[config.mk]
export PLATFORM = sky130hd
export DESIGN_NAME = uart_msg_scheduler
export DESIGN_NICKNAME = d
export VERILOG_FILES = /design/src/rtl/uart_msg_scheduler.sv
export SDC_FILE = /design/constraint.sdc
export NUM_CORES = 1
export LEC_CHECK = 0
export ABC_AREA = 1
export CORE_MARGIN = 3
export CORE_UTILIZATION = 47
export CTS_CLUSTER_SIZE = 16
export DETAILED_ROUTE_END_ITERATION = 7
export HOLD_SLACK_MARGIN = 0.06
export PLACE_DENSITY = 0.69
export SLEW_MARGIN = 20
export SYNTH_ARGS = -nofsm -noshare
export SYNTH_HDL_FRONTEND = slang
export SYNTH_SLANG_ARGS = --single-unit
[constraint.sdc]
create_clock -name clk -period 5.7 [get_ports clk]
set_input_delay 0.855 -clock clk [delete_from_list [all_inputs] [get_ports clk]]
set_output_delay 0.855 -clock clk [all_outputs]
set_load 0.01 [all_outputs]
[src/rtl/uart_msg_scheduler.sv]
// Byte-level TX scheduler: periodic/on-demand banner plus buffered echo of RX bytes.
// Banners and echo bytes never interleave; the echo transform is applied at the output.
module uart_msg_scheduler #(
    parameter int unsigned          MSG_LEN    = 15,
    parameter logic [MSG_LEN*8-1:0] MSG        = {"Tang Nano 20K", 8'h0d, 8'h0a},
    parameter int unsigned          PERIOD     = 27_000_000,
    parameter int unsigned          FIFO_DEPTH = 16,
    parameter int unsigned          ECHO_MODE  = 1
) (
    input  logic                            clk,
    input  logic                            rst,
    input  logic                            banner_req,
    input  logic [7:0]                      rx_data,
    input  logic                            rx_valid,
    output logic [7:0]                      tx_data,
    output logic                            tx_valid,
    input  logic                            tx_ready,
    input  logic                            ovf_clr,
    output logic [$clog2(FIFO_DEPTH):0]     fifo_level,
    output logic                            overflow,
    output logic                            banner_busy
);
    localparam int unsigned AW = $clog2(FIFO_DEPTH);
    localparam int unsigned PW = (PERIOD > 1) ? $clog2(PERIOD) : 1;

    localparam logic [1:0] ST_IDLE   = 2'd0;
    localparam logic [1:0] ST_BANNER = 2'd1;
    localparam logic [1:0] ST_ECHO   = 2'd2;

    logic [1:0]    state_q, state_d;
    logic [7:0]    idx_q, idx_d;
    logic          pend_q, pend_d;
    logic [PW-1:0] per_cnt_q, per_cnt_d;
    logic [AW-1:0] wptr_q, wptr_d, rptr_q, rptr_d;
    logic [AW:0]   level_q, level_d;
    logic          ovf_q, ovf_d;
    logic [7:0]    txd_q, txd_d;
    logic          txv_q, txv_d;
    logic [7:0]    mem_q [FIFO_DEPTH];

    logic xfer_s, pop_s, push_req_s, full_s, push_s, drop_s, tick_s, start_s;

    function automatic logic [7:0] msg_byte(input logic [7:0] i);
        return MSG[(MSG_LEN - 1 - 32'(i)) * 8 +: 8];
    endfunction

    function automatic logic [7:0] echo_xform(input logic [7:0] b);
        logic [7:0] r;
        if (ECHO_MODE == 2 && b >= 8'h61 && b <= 8'h7a) begin
            r = b - 8'h20;
        end else begin
            r = b;
        end
        return r;
    endfunction

    assign xfer_s     = txv_q && tx_ready;
    assign pop_s      = (state_q == ST_ECHO) && xfer_s;
    assign push_req_s = rx_valid && (ECHO_MODE != 0);
    assign full_s     = (level_q == (AW+1)'(FIFO_DEPTH));
    assign push_s     = push_req_s && (!full_s || pop_s);
    assign drop_s     = push_req_s && full_s && !pop_s;
    assign tick_s     = (PERIOD != 0) && (per_cnt_q == PW'(PERIOD - 1));

    // Scheduler FSM and output byte register
    always_comb begin
        state_d = state_q;
        idx_d   = idx_q;
        txd_d   = txd_q;
        txv_d   = txv_q;
        start_s = 1'b0;
        case (state_q)
            ST_IDLE: begin
                if (pend_q) begin
                    state_d = ST_BANNER;
                    idx_d   = 8'd0;
                    txd_d   = msg_byte(8'd0);
                    txv_d   = 1'b1;
                    start_s = 1'b1;
                end else if (level_q != '0) begin
                    state_d = ST_ECHO;
                    txd_d   = echo_xform(mem_q[rptr_q]);
                    txv_d   = 1'b1;
                end else begin
                    txv_d   = 1'b0;
                end
            end
            ST_BANNER: begin
                if (xfer_s && idx_q == 8'(MSG_LEN - 1)) begin
                    state_d = ST_IDLE;
                    txv_d   = 1'b0;
                end else if (xfer_s) begin
                    idx_d   = idx_q + 8'd1;
                    txd_d   = msg_byte(idx_q + 8'd1);
                end else begin
                    txv_d   = 1'b1;
                end
            end
            ST_ECHO: begin
                if (xfer_s) begin
                    state_d = ST_IDLE;
                    txv_d   = 1'b0;
                end else begin
                    txv_d   = 1'b1;
                end
            end
            default: begin
                state_d = ST_IDLE;
                txv_d   = 1'b0;
            end
        endcase
    end

    // A request landing while the pending flag is being consumed merges into that banner
    always_comb begin
        if (start_s) begin
            pend_d = 1'b0;
        end else if (banner_req || tick_s) begin
            pend_d = 1'b1;
        end else begin
            pend_d = pend_q;
        end
        if (PERIOD == 0 || tick_s) begin
            per_cnt_d = '0;
        end else begin
            per_cnt_d = per_cnt_q + PW'(1);
        end
    end

    // Echo FIFO pointers, occupancy and sticky overflow
    always_comb begin
        wptr_d = push_s ? wptr_q + AW'(1) : wptr_q;
        rptr_d = pop_s  ? rptr_q + AW'(1) : rptr_q;
        if (push_s && !pop_s) begin
            level_d = level_q + (AW+1)'(1);
        end else if (pop_s && !push_s) begin
            level_d = level_q - (AW+1)'(1);
        end else begin
            level_d = level_q;
        end
        if (drop_s) begin
            ovf_d = 1'b1;
        end else if (ovf_clr) begin
            ovf_d = 1'b0;
        end else begin
            ovf_d = ovf_q;
        end
    end

    // State registers
    always_ff @(posedge clk or posedge rst) begin
        if (rst) begin
            state_q   <= ST_IDLE;
            idx_q     <= 8'd0;
            pend_q    <= 1'b1;
            per_cnt_q <= '0;
            wptr_q    <= '0;
            rptr_q    <= '0;
            level_q   <= '0;
            ovf_q     <= 1'b0;
            txd_q     <= 8'd0;
            txv_q     <= 1'b0;
        end else begin
            state_q   <= state_d;
            idx_q     <= idx_d;
            pend_q    <= pend_d;
            per_cnt_q <= per_cnt_d;
            wptr_q    <= wptr_d;
            rptr_q    <= rptr_d;
            level_q   <= level_d;
            ovf_q     <= ovf_d;
            txd_q     <= txd_d;
            txv_q     <= txv_d;
        end
    end

    // FIFO storage needs no reset; occupancy guards every read
    always_ff @(posedge clk) begin
        if (push_s) begin
            mem_q[wptr_q] <= rx_data;
        end
    end

    assign tx_data     = txd_q;
    assign tx_valid    = txv_q;
    assign fifo_level  = level_q;
    assign overflow    = ovf_q;
    assign banner_busy = (state_q == ST_BANNER);
endmodule

==> impl_results.md <==
- Nets: 917
- Buffers on Ports: 29
- Sink Count: about 190
- Power per Cell Area: 418 nW/um^2
- Antenna-violating nets left: 0
- GPL Wtd Cong: between 0.8 and 0.9
- Hold WC Path Type: flop to flop
- Kind of critical path: primary input to flop
- CTS tree: built
- Flop2flop setup slack: roughly 2800 ps
- Area contributors post-synth: edfxtp_1 (45%), dfrtp_1 (17%), nand2_1 (7.4%)
- Setup-failing EPs final: 0
- Status: finished, final reports clean
- TritonCTS Buffers: 17
- DRC: 0
- Peak supply drop: around 0.21 mV
- Max-cap viol count: 0
- Area grow syn2layout: 11.9%
- Critical Path Sink Type: flop
- Die height: 141 microns
- Cells after synthesis: 866
- Share of cells above drive strength 1: ~7.1%
- Core area: 17600 sq um
- GR Util All Layers: around a fifth
- Leak Pwr: about 3.8 nW
- Ys async rst share: a little under a third
- Area share of the largest cell type after synthesis: ~45%
- Count leader, synth: nand2_1
- Via count: between 6000 and 7000
- ANT cells: 0
- H-tree lvl count: 4
- GRT Residual Overflow: 0
- Largest net degree at the start of global routing: around 70
- Fin. Hold Viols: 0
- Row cnt: 48
- Via/cell ratio: roughly 5.5
- First-pass GRT wire length: 31400 microns
- Initial DRC count: slightly above 500
- Post-Syn Area: 8610 sq um
- Antenna violations before repair: 0
- Register area: around 5300 sq um
- Crit path time final: 3380 ps
- Most frequent cell on the critical path: nand2_1
- CTS Hold Bufs: 0
- EDFF count, synth: between 100 and 150
- Routed wire per std cell: around 17 microns
- Slew headroom: 31.8%
- DP HPWL: ~13000 microns
- Synthesized area per cell: approximately 9.9 sq um
- Die width: between 100 and 150 microns
- Yosys reg bits: around 190
- Fill count: 1500
- CP peak stage delay: roughly 470 ps
- Crit start category: primary input
- Final Cycle Share: 59.3%
- Area leader, netlist: edfxtp_1
- Synth warn: 0
- Area occupied by multi-input gates: between 2000 and 3000 sq um
- Post-layout util: about 55%
- Top_reg_cell synth: edfxtp_1
- Worst-margin pin slew: 1020 ps
- Cell-by-cell listing of the critical path: clkdlybuf4s50_1, nand2_1, nor3_2, inv_1, nand3_1, nand2_1, inv_2, ha_1, inv_1, ha_1, a21o_1, a31oi_1, nand2_1, nand2_1, nor2_1, xor2_1
- I/O pins: 30
- Fmax: a little under 300 MHz
- Number of global-route vias before repair: roughly 5900
- Starting Density: 48.9%
- Post-cts sizing count: 0
- Slowest cell on the critical path: clkdlybuf4s50_1
- Die area: 20000 sq um
- RSZ-0062 raised after global routing: false
- Clock root buffer: clkbuf_16
- Drt pass-1 iters: 8
- Clk buf depth: 2
- Synth Net Count: 893
- Final Max Tran Viols: 0
- Final wirelength: between 15000 and 20000 microns
- Crit path max fanout: 8
- Setup_tns: 0 ps
- Synth cell count leaders: nand2_1 (169), edfxtp_1 (128), nor2_1 (115), inv_1 (73), o21ai_0 (69)
- Post-CTS Setup Bufs: 0
- Required time of the critical path: ~6000 ps
- Clock Skew: between 5 and 6 ps
- Worst-path clk slew: ~70 ps
- Worst skew pair latency: around 430 ps
- Library cells used by synthesis: 45
- Register area share after synthesis: 61.8%
- Critical Path AT: 3690 ps
## registers in the layout, summed over array words and instances (netlist names), 2 cells and up
name,flops
per_cnt_q,25
rptr_q,4
mem_q,128
tx_data,8
wptr_q,4
idx_q,8
fifo_level,5
state_q,2
## metrics by stage
stage	std cells	power [mW]	worst slack (ps)	instance area, sq um	hold slack, ps
global route	1128	4.28	2030	9630	482
finish	1128	4.03	2320	9630	454
CTS	1128	4.04	2330	9630	461
global placement	1096	2.92	2030	9070	448
detailed placement	1096	2.93	1900	9070	452
floorplan	866	2.60	2820	8610	425
## final timing paths
| kind | from | cells past startpoint | endpoint |
|---|---|---|---|
| min reg2reg | per_cnt_q[0] | 1 | per_cnt_q[0] |
| max in group asynchronous | rst | 3 | rptr_q[0] |
| min in group asynchronous | rst | 3 | per_cnt_q[17] |
| max reg2reg | state_q[0] | 14 | fifo_level[4] |
| min | per_cnt_q[0] | 1 | per_cnt_q[0] |
| max | tx_ready | 16 | fifo_level[4] |
## critical path, delay by kind of cell
kind / cells / cell delay [ps]
compound gates: 2 / 390
buf+inv: 4 / 910
simple gates: 7 / 850
fa+ha+maj: 2 / 550
xor+xnor: 1 / 130
## layout by cell type (no fill, tap or decap), types with 9 or more instances in the layout
master           netlist  routed
nand2_1              169     169
clkbuf_16              0      17
nor3_1                16      16
xor2_1                12      12
edfxtp_1             128     128
o22ai_1               21      21
nor2_1               115     115
a21oi_1               31      31
o21ai_0               69      69
nand3_1               43      43
nor4_1                 9       9
nand4_1               17      17
inv_1                 73      72
dfrtp_1               58      57
ha_1                  12      12
clkdlybuf4s50_1        0      29
## cells by family after synthesis
| family | synth area share, % |
|---|---|
| compound gates | 10.3 |
| xor+xnor | 1.32 |
| fa+ha+maj | 1.98 |
| buf+inv | 5.03 |
| flops | 61.8 |
| simple gates | 19.6 |
## routing by layer
| layer | wire length (microns) | track usage, % |
|---|---|---|
| met1 | 9040 | 30.1 |
| met2 | 8900 | 30.2 |
| met3 | 1040 | 3.61 |
| met4 | 282 | 5.81 |
| met5 | 0 | 0 |
## power breakdown
part / switching (mW) / internal (mW) / leakage (nW)
sequential: 0.121 / 1.63 / 1.89
clock: 0.537 / 0.577 / 0.266
combinational: 0.741 / 0.416 / 1.60
## final cells by class
type                    instances  area share, %
clock buffers                  18           4.46
clock inverters                14           1.34
inverters                      80           3.12
multi-input cells             572           29.6
flip-flops and latches        187           55.3
well taps                     225           2.92
repair buffers                 32           3.25
Power figures use the tool's default switching activity.
